[config.mk]
export PLATFORM = sky130hd
export DESIGN_NAME = blade_ignition_seq
export DESIGN_NICKNAME = d
export VERILOG_FILES = /design/src/rtl/blade_ignition_seq.sv
export SDC_FILE = /design/constraint.sdc
export NUM_CORES = 1
export LEC_CHECK = 0
export BUFFER_PORTS_ARGS = -buffer_cell sky130_fd_sc_hd__buf_2
export CAP_MARGIN = 20
export CORE_ASPECT_RATIO = 1.5
export CORE_MARGIN = 5
export CORE_UTILIZATION = 55
export DETAILED_ROUTE_END_ITERATION = 8
export GPL_TIMING_DRIVEN = 0
export PLACE_DENSITY = 0.81
export SLEW_MARGIN = 10
export SYNTH_ARGS = -nofsm -noshare
export SYNTH_HDL_FRONTEND = slang
export SYNTH_SLANG_ARGS = --single-unit
[constraint.sdc]
create_clock -name clk -period 4.2 [get_ports clk]
set_input_delay 0.21 -clock clk [delete_from_list [all_inputs] [get_ports clk]]
set_output_delay 0.21 -clock clk [all_outputs]
set_load 0.02 [all_outputs]
[src/rtl/blade_ignition_seq.sv]
`default_nettype none
// ============================================================================
// Module      : blade_ignition_seq
// Description : Blade ignition / retraction animator and emitter colour
//               driver. The lit length walks toward the configured length in
//               STEP_CM increments every TICK_DIV cycles while enabled, and
//               walks back to zero when disabled or out of power. The emitter
//               colour halves on alternate FLICKER_DIV-cycle windows while the
//               low-power warning is raised in the ON state.
// Ports       : clk, rst            clock, asynchronous active-high reset
//               on_i                saber on request
//               len_in_i/len_dec_i  configured length (metres / centimetres)
//               r_i/g_i/b_i         configured colour
//               power_level_i       remaining power (0 = exhausted)
//               power_warn_i        low-power warning
//               lit_len_o           currently lit length in cm (0..363)
//               r_o/g_o/b_o         emitter colour
//               state_o             OFF=0, IGNITE=1, ON=2, RETRACT=3
//               ready_o             high while state is ON
// Revision    : 1.0 - initial release
// ============================================================================
module blade_ignition_seq #(
    parameter int STEP_CM     = 8,
    parameter int TICK_DIV    = 4,
    parameter int FLICKER_DIV = 16
) (
    input  logic       clk,
    input  logic       rst,
    input  logic       on_i,
    input  logic [1:0] len_in_i,
    input  logic [5:0] len_dec_i,
    input  logic [7:0] r_i,
    input  logic [7:0] g_i,
    input  logic [7:0] b_i,
    input  logic [7:0] power_level_i,
    input  logic       power_warn_i,
    output logic [8:0] lit_len_o,
    output logic [7:0] r_o,
    output logic [7:0] g_o,
    output logic [7:0] b_o,
    output logic [1:0] state_o,
    output logic       ready_o
);

    localparam int         TW     = (TICK_DIV > 1) ? $clog2(TICK_DIV) : 1;
    localparam int         FW     = (FLICKER_DIV > 1) ? $clog2(FLICKER_DIV) : 1;
    localparam logic [8:0] C_STEP = 9'(STEP_CM);

    typedef enum logic [1:0] {
        ST_OFF     = 2'd0,
        ST_IGNITE  = 2'd1,
        ST_ON      = 2'd2,
        ST_RETRACT = 2'd3
    } state_t;

    state_t          r_state,    w_state_nxt;
    logic [8:0]      r_lit,      w_lit_nxt;
    logic [TW-1:0]   r_tick_cnt, w_tick_cnt_nxt;
    logic [FW-1:0]   r_flk_cnt,  w_flk_cnt_nxt;
    logic            r_dim,      w_dim_nxt;
    logic [7:0]      r_r, r_g, r_b;
    logic [7:0]      w_r_nxt, w_g_nxt, w_b_nxt;
    logic            r_ready;

    logic [8:0]      w_target;
    logic            w_en;
    logic            w_tick;
    logic [9:0]      w_sum_up;
    logic [9:0]      w_tgt_plus_step;
    logic [8:0]      w_lit_up;      // one step up, clamped at target
    logic [8:0]      w_lit_dn_tgt;  // one step down, clamped at target
    logic [8:0]      w_lit_dn_zero; // one step down, clamped at zero

    assign w_target = 9'(len_in_i) * 9'd100 + 9'(len_dec_i);
    assign w_en     = on_i && (power_level_i != 8'd0);
    assign w_tick   = (r_state != ST_OFF) && (r_tick_cnt == TW'(TICK_DIV - 1));

    // 10-bit arithmetic so lit + step can never wrap before the clamp.
    assign w_sum_up        = {1'b0, r_lit} + {1'b0, C_STEP};
    assign w_tgt_plus_step = {1'b0, w_target} + {1'b0, C_STEP};
    assign w_lit_up        = (w_sum_up >= {1'b0, w_target}) ? w_target : w_sum_up[8:0];
    assign w_lit_dn_tgt    = ({1'b0, r_lit} > w_tgt_plus_step) ? (r_lit - C_STEP) : w_target;
    assign w_lit_dn_zero   = (r_lit > C_STEP) ? (r_lit - C_STEP) : 9'd0;

    // ------------------------------------------------------------------------
    // Next-state, lit length, counters and colour
    // ------------------------------------------------------------------------
    always_comb begin
        w_state_nxt    = r_state;
        w_lit_nxt      = r_lit;
        w_tick_cnt_nxt = r_tick_cnt;
        w_flk_cnt_nxt  = '0;
        w_dim_nxt      = 1'b0;
        w_r_nxt        = 8'd0;
        w_g_nxt        = 8'd0;
        w_b_nxt        = 8'd0;

        case (r_state)
            ST_OFF: begin
                w_lit_nxt = 9'd0;
                if (w_en) begin
                    w_state_nxt = ST_IGNITE;
                end
            end
            ST_IGNITE: begin
                // Losing enable wins over any step on the same edge.
                if (!w_en) begin
                    w_state_nxt = ST_RETRACT;
                end else if (r_lit >= w_target) begin
                    w_state_nxt = ST_ON;
                    w_lit_nxt   = w_target;
                end else if (w_tick) begin
                    w_lit_nxt = w_lit_up;
                    if (w_lit_up == w_target) begin
                        w_state_nxt = ST_ON;
                    end
                end
            end
            ST_ON: begin
                // Live length edits are tracked here without leaving ON.
                if (!w_en) begin
                    w_state_nxt = ST_RETRACT;
                end else if (w_tick) begin
                    if (r_lit < w_target) begin
                        w_lit_nxt = w_lit_up;
                    end else if (r_lit > w_target) begin
                        w_lit_nxt = w_lit_dn_tgt;
                    end
                end
            end
            ST_RETRACT: begin
                if (w_en) begin
                    w_state_nxt = ST_IGNITE;
                end else if (w_tick) begin
                    w_lit_nxt = w_lit_dn_zero;
                    if (w_lit_dn_zero == 9'd0) begin
                        w_state_nxt = ST_OFF;
                    end
                end
            end
            default: begin
                w_state_nxt = ST_OFF;
                w_lit_nxt   = 9'd0;
            end
        endcase

        // Tick phase restarts on every state change so each state's first
        // step lands a full TICK_DIV cycles after entry.
        if ((r_state == ST_OFF) || (w_state_nxt != r_state) || w_tick) begin
            w_tick_cnt_nxt = '0;
        end else begin
            w_tick_cnt_nxt = r_tick_cnt + 1'b1;
        end

        if ((r_state == ST_ON) && power_warn_i) begin
            if (r_flk_cnt == FW'(FLICKER_DIV - 1)) begin
                w_flk_cnt_nxt = '0;
                w_dim_nxt     = ~r_dim;
            end else begin
                w_flk_cnt_nxt = r_flk_cnt + 1'b1;
                w_dim_nxt     = r_dim;
            end
        end

        // Colour follows the inputs live; the dim value being registered on
        // this edge is used so dimming and un-dimming appear on the same edge.
        if (r_state != ST_OFF) begin
            w_r_nxt = w_dim_nxt ? {1'b0, r_i[7:1]} : r_i;
            w_g_nxt = w_dim_nxt ? {1'b0, g_i[7:1]} : g_i;
            w_b_nxt = w_dim_nxt ? {1'b0, b_i[7:1]} : b_i;
        end
    end

    // ------------------------------------------------------------------------
    // State and output registers
    // ------------------------------------------------------------------------
    always_ff @(posedge clk or posedge rst) begin
        if (rst) begin
            r_state    <= ST_OFF;
            r_lit      <= 9'd0;
            r_tick_cnt <= '0;
            r_flk_cnt  <= '0;
            r_dim      <= 1'b0;
            r_r        <= 8'd0;
            r_g        <= 8'd0;
            r_b        <= 8'd0;
            r_ready    <= 1'b0;
        end else begin
            r_state    <= w_state_nxt;
            r_lit      <= w_lit_nxt;
            r_tick_cnt <= w_tick_cnt_nxt;
            r_flk_cnt  <= w_flk_cnt_nxt;
            r_dim      <= w_dim_nxt;
            r_r        <= w_r_nxt;
            r_g        <= w_g_nxt;
            r_b        <= w_b_nxt;
            r_ready    <= (w_state_nxt == ST_ON);
        end
    end

    assign lit_len_o = r_lit;
    assign r_o       = r_r;
    assign g_o       = r_g;
    assign b_o       = r_b;
    assign state_o   = r_state;
    assign ready_o   = r_ready;

endmodule
`default_nettype wire

==> flow_metrics.tcl <==
set metrics [dict create \
    run_status "completed" \
    fin_nets 573 \
    core.rowCount 35 \
    r2r_start "lit_len_o[3]" \
    grt_pass1_vias 3591 \
    drt_drc_violations_left 0 \
    p_leak_nw 1.93 \
    rsz0062_at_grt "no" \
    area_growth_pct 19.8 \
    maxCapViolations 0 \
    netlist_area_um2 3440 \
    worst_slack_ns 0.251 \
    grt_pass1_wl_um 16500 \
    synth_top_family_by_area "compound AO/OA/AOI/OAI gates" \
    numPortBuffers 79 \
    drt_first_pass_iters 5 \
    netlist_instances 406 \
    cts-root-buf "clkbuf_8" \
    worst_ir_drop_vdd_mv 0.424 \
    finalMaxSlewViolations 0 \
    critPathKind "input pin to register" \
    hold_violations 0 \
    clk_pin_slew_ns 0.09 \
    via_per_inst 6.11 \
    fin_crit_sh_pct 94.0 \
    worstSkewPairLatency_ns 0.30 \
    die_h_um 107 \
    final_core_util_pct 67.1 \
    drt-initial-drc-count 162 \
    die-area_um2 7960 \
    cts.sinks 43 \
    synth_xor_area_share_pct 7.10 \
    hold_class "input pin to register" \
    synthAdderAreaFrac_pct 11.9 \
    die_w_um 74.5 \
    max_freq_ghz 0.253 \
    yosysUniqueCellTypes 68 \
    power.density_nw_per_um2 662 \
    arrival_ns 4.12 \
    overflow 0 \
    finClkSkew_ns 0.00514 \
    yosysSeqAreaShare_pct 31.3 \
    antenna_found_initial 0 \
    synth_simple_gate_area_share_pct 20.8 \
    yosysWarnings 0 \
    synthFlopType "dfrtp_1" \
    synth-edff-count 0 \
    hp-start "g_i[7]" \
    grt_usage_pct 26.5 \
    cp-startpoint "len_in_i[0]" \
    drt-wirelength-per-cell_um 17.9 \
    worst_hold_slack_ns 0.143 \
    avgSynthCellArea_um2 8.46 \
    max-clock-path-buffers 2 \
    coreArea_um2 6130 \
    synth_compound_area_share_pct 22.4 \
    syn_nets 482 \
    crit_fanout 6 \
    synth-seq-cells 43 \
    ios 80 \
    routed_wl_um 10300 \
    pre_cts_ws_ns -0.243 \
    gp_congestion 1.00 \
    dp_hpwl_um 8010 \
    min_period_ns 3.95 \
    crit_required_ns 4.37 \
    relSlewSlack_pct 46.0 \
    cts_tree "built" \
    start_util_pct 56.0 \
    setup.worst_path.start_class "input pin" \
    grt_max_degree 41 \
    async_flop_share_pct 100 \
    htreeDepth 2 \
    cts_buffers 5 \
    setup_viol 0 \
    worstMarginPinSlew_ns 0.798 \
    vias 3494 \
    antenna_cells 0 \
    drive_gt1_share_pct 22.5 \
    muxShareOfSynthArea_pct 1.82 \
    fillers 549 \
    endpoint_kind "register" \
    ant_nets 0 \
]
## path summary, 6_finish.rpt
kind	end	slack, ns	depth (start not counted)
max	lit_len_o[7]	0.25	16
min	g_o[6]	0.14	3
max reg2reg	lit_len_o[7]	0.36	12
max in group asynchronous	state_o[0]	3.48	4
min reg2reg	r_tick_cnt[0]	0.47	1
min in group asynchronous	r_o[4]	0.32	3
## power by group
group | switching [mW] | internal (mW) | total (mW)
combinational | 1.11 | 0.664 | 1.77
sequential | 0.112 | 0.512 | 0.625
clock | 0.150 | 0.177 | 0.327
total | 1.37 | 1.35 | 2.72
## critical path, stage by stage
cell	delay (ns)
buf_2	0.13
ha_1	0.23
fa_1	0.51
xor2_4	0.34
ha_1	0.26
or4b_4	0.52
o21ai_0	0.14
ha_1	0.29
nand4_1	0.11
nor3_1	0.05
a21oi_1	0.20
and2_1	0.17
clkbuf_1	0.29
o21ai_0	0.16
a221oi_1	0.39
o211ai_1	0.13
## cell usage after synthesis (4+ instances only)
master    number  area share, %
a211oi_1       9            2.0
nor2b_1        5           0.91
a21oi_1       36            5.2
xnor2_1       12            3.1
a31oi_1        5           0.91
nor2_1        20            2.2
o21a_1         4           0.87
mux2i_1        4            1.2
nor4_1         4           0.73
o21ai_0       11            1.6
inv_1         24            2.6
and3_1         8            1.5
nand2b_1       4           0.73
ha_1          31             11
dfrtp_1       43             31
o211ai_1       6            1.3
nor3_1        10            1.5
clkbuf_1      13            1.4
nand3_1        9            1.3
xor2_1        14            3.6
nand2_1       64            7.0
## state kept, by name, indices dropped and copies added, names as in the netlist
| signal | count |
|---|---|
| r_o | 8 |
| b_o | 8 |
| r_tick_cnt | 2 |
| r_flk_cnt | 4 |
| ready_o | 1 |
| r_dim | 1 |
| g_o | 8 |
| state_o | 2 |
| lit_len_o | 9 |
## cells in the final DEF, fill, tap and decap left out, types with 10 or more instances in the layout
master and count:
nor2_1 20, inv_1 23, xor2_1 13, ha_1 31, dfrtp_1 43, nand2_1 64
clkbuf_1 13, nor3_1 10, xnor2_1 11, o21ai_0 11, a21oi_1 36, buf_2 82
## metal layers
metal  track usage (%)  up-vias  part of all wire (%)
met4              14.5        0                   5.7
met5                 0        -                     0
li1                  -     1638                     -
met3              5.25       45                   7.4
met1              28.1     1644                    36
met2              47.2      167                    51
## logic make-up after synthesis
logic type                 Yosys count
xor gates and xnor gates            27
AOI/OAI and AO/OA                  110
adders and majority gates           32
muxes                                6
and+or+nand+nor                    146
DFF                                 43
buffers and inverters               42
## per-stage QoR
step	cells	cell area [um^2]	TNS [ns]	power, mW
floorplan	406	3440	0	1.86
finish	572	4120	0	2.72
CTS	569	4070	0	2.69
global route	572	4120	0	2.92
global placement	559	3920	-1.22	2.32
detailed placement	560	3940	-1.50	2.36
## repair_timing
item,4_1_cts,5_1_grt
buffers inserted,0,3
hold buffers,1,0
endpoints found under the setup margin,0,9
gates resized for setup,0,3
endpoints found under the hold margin,36,0
## area by class of cell
class                      count  area, um^2  area share, %
multi-input combinational    321        2220           54.1
sequential                    43        1080           26.1
timing repair buffer          84         448           10.9
inverter                      25        93.8           2.28
tap                           74        92.6           2.25
clock buffer                   5        68.8           1.67
buffer                        17        67.6           1.64
clock inverter                 3        43.8           1.06
(Power assumes the default switching activity.)
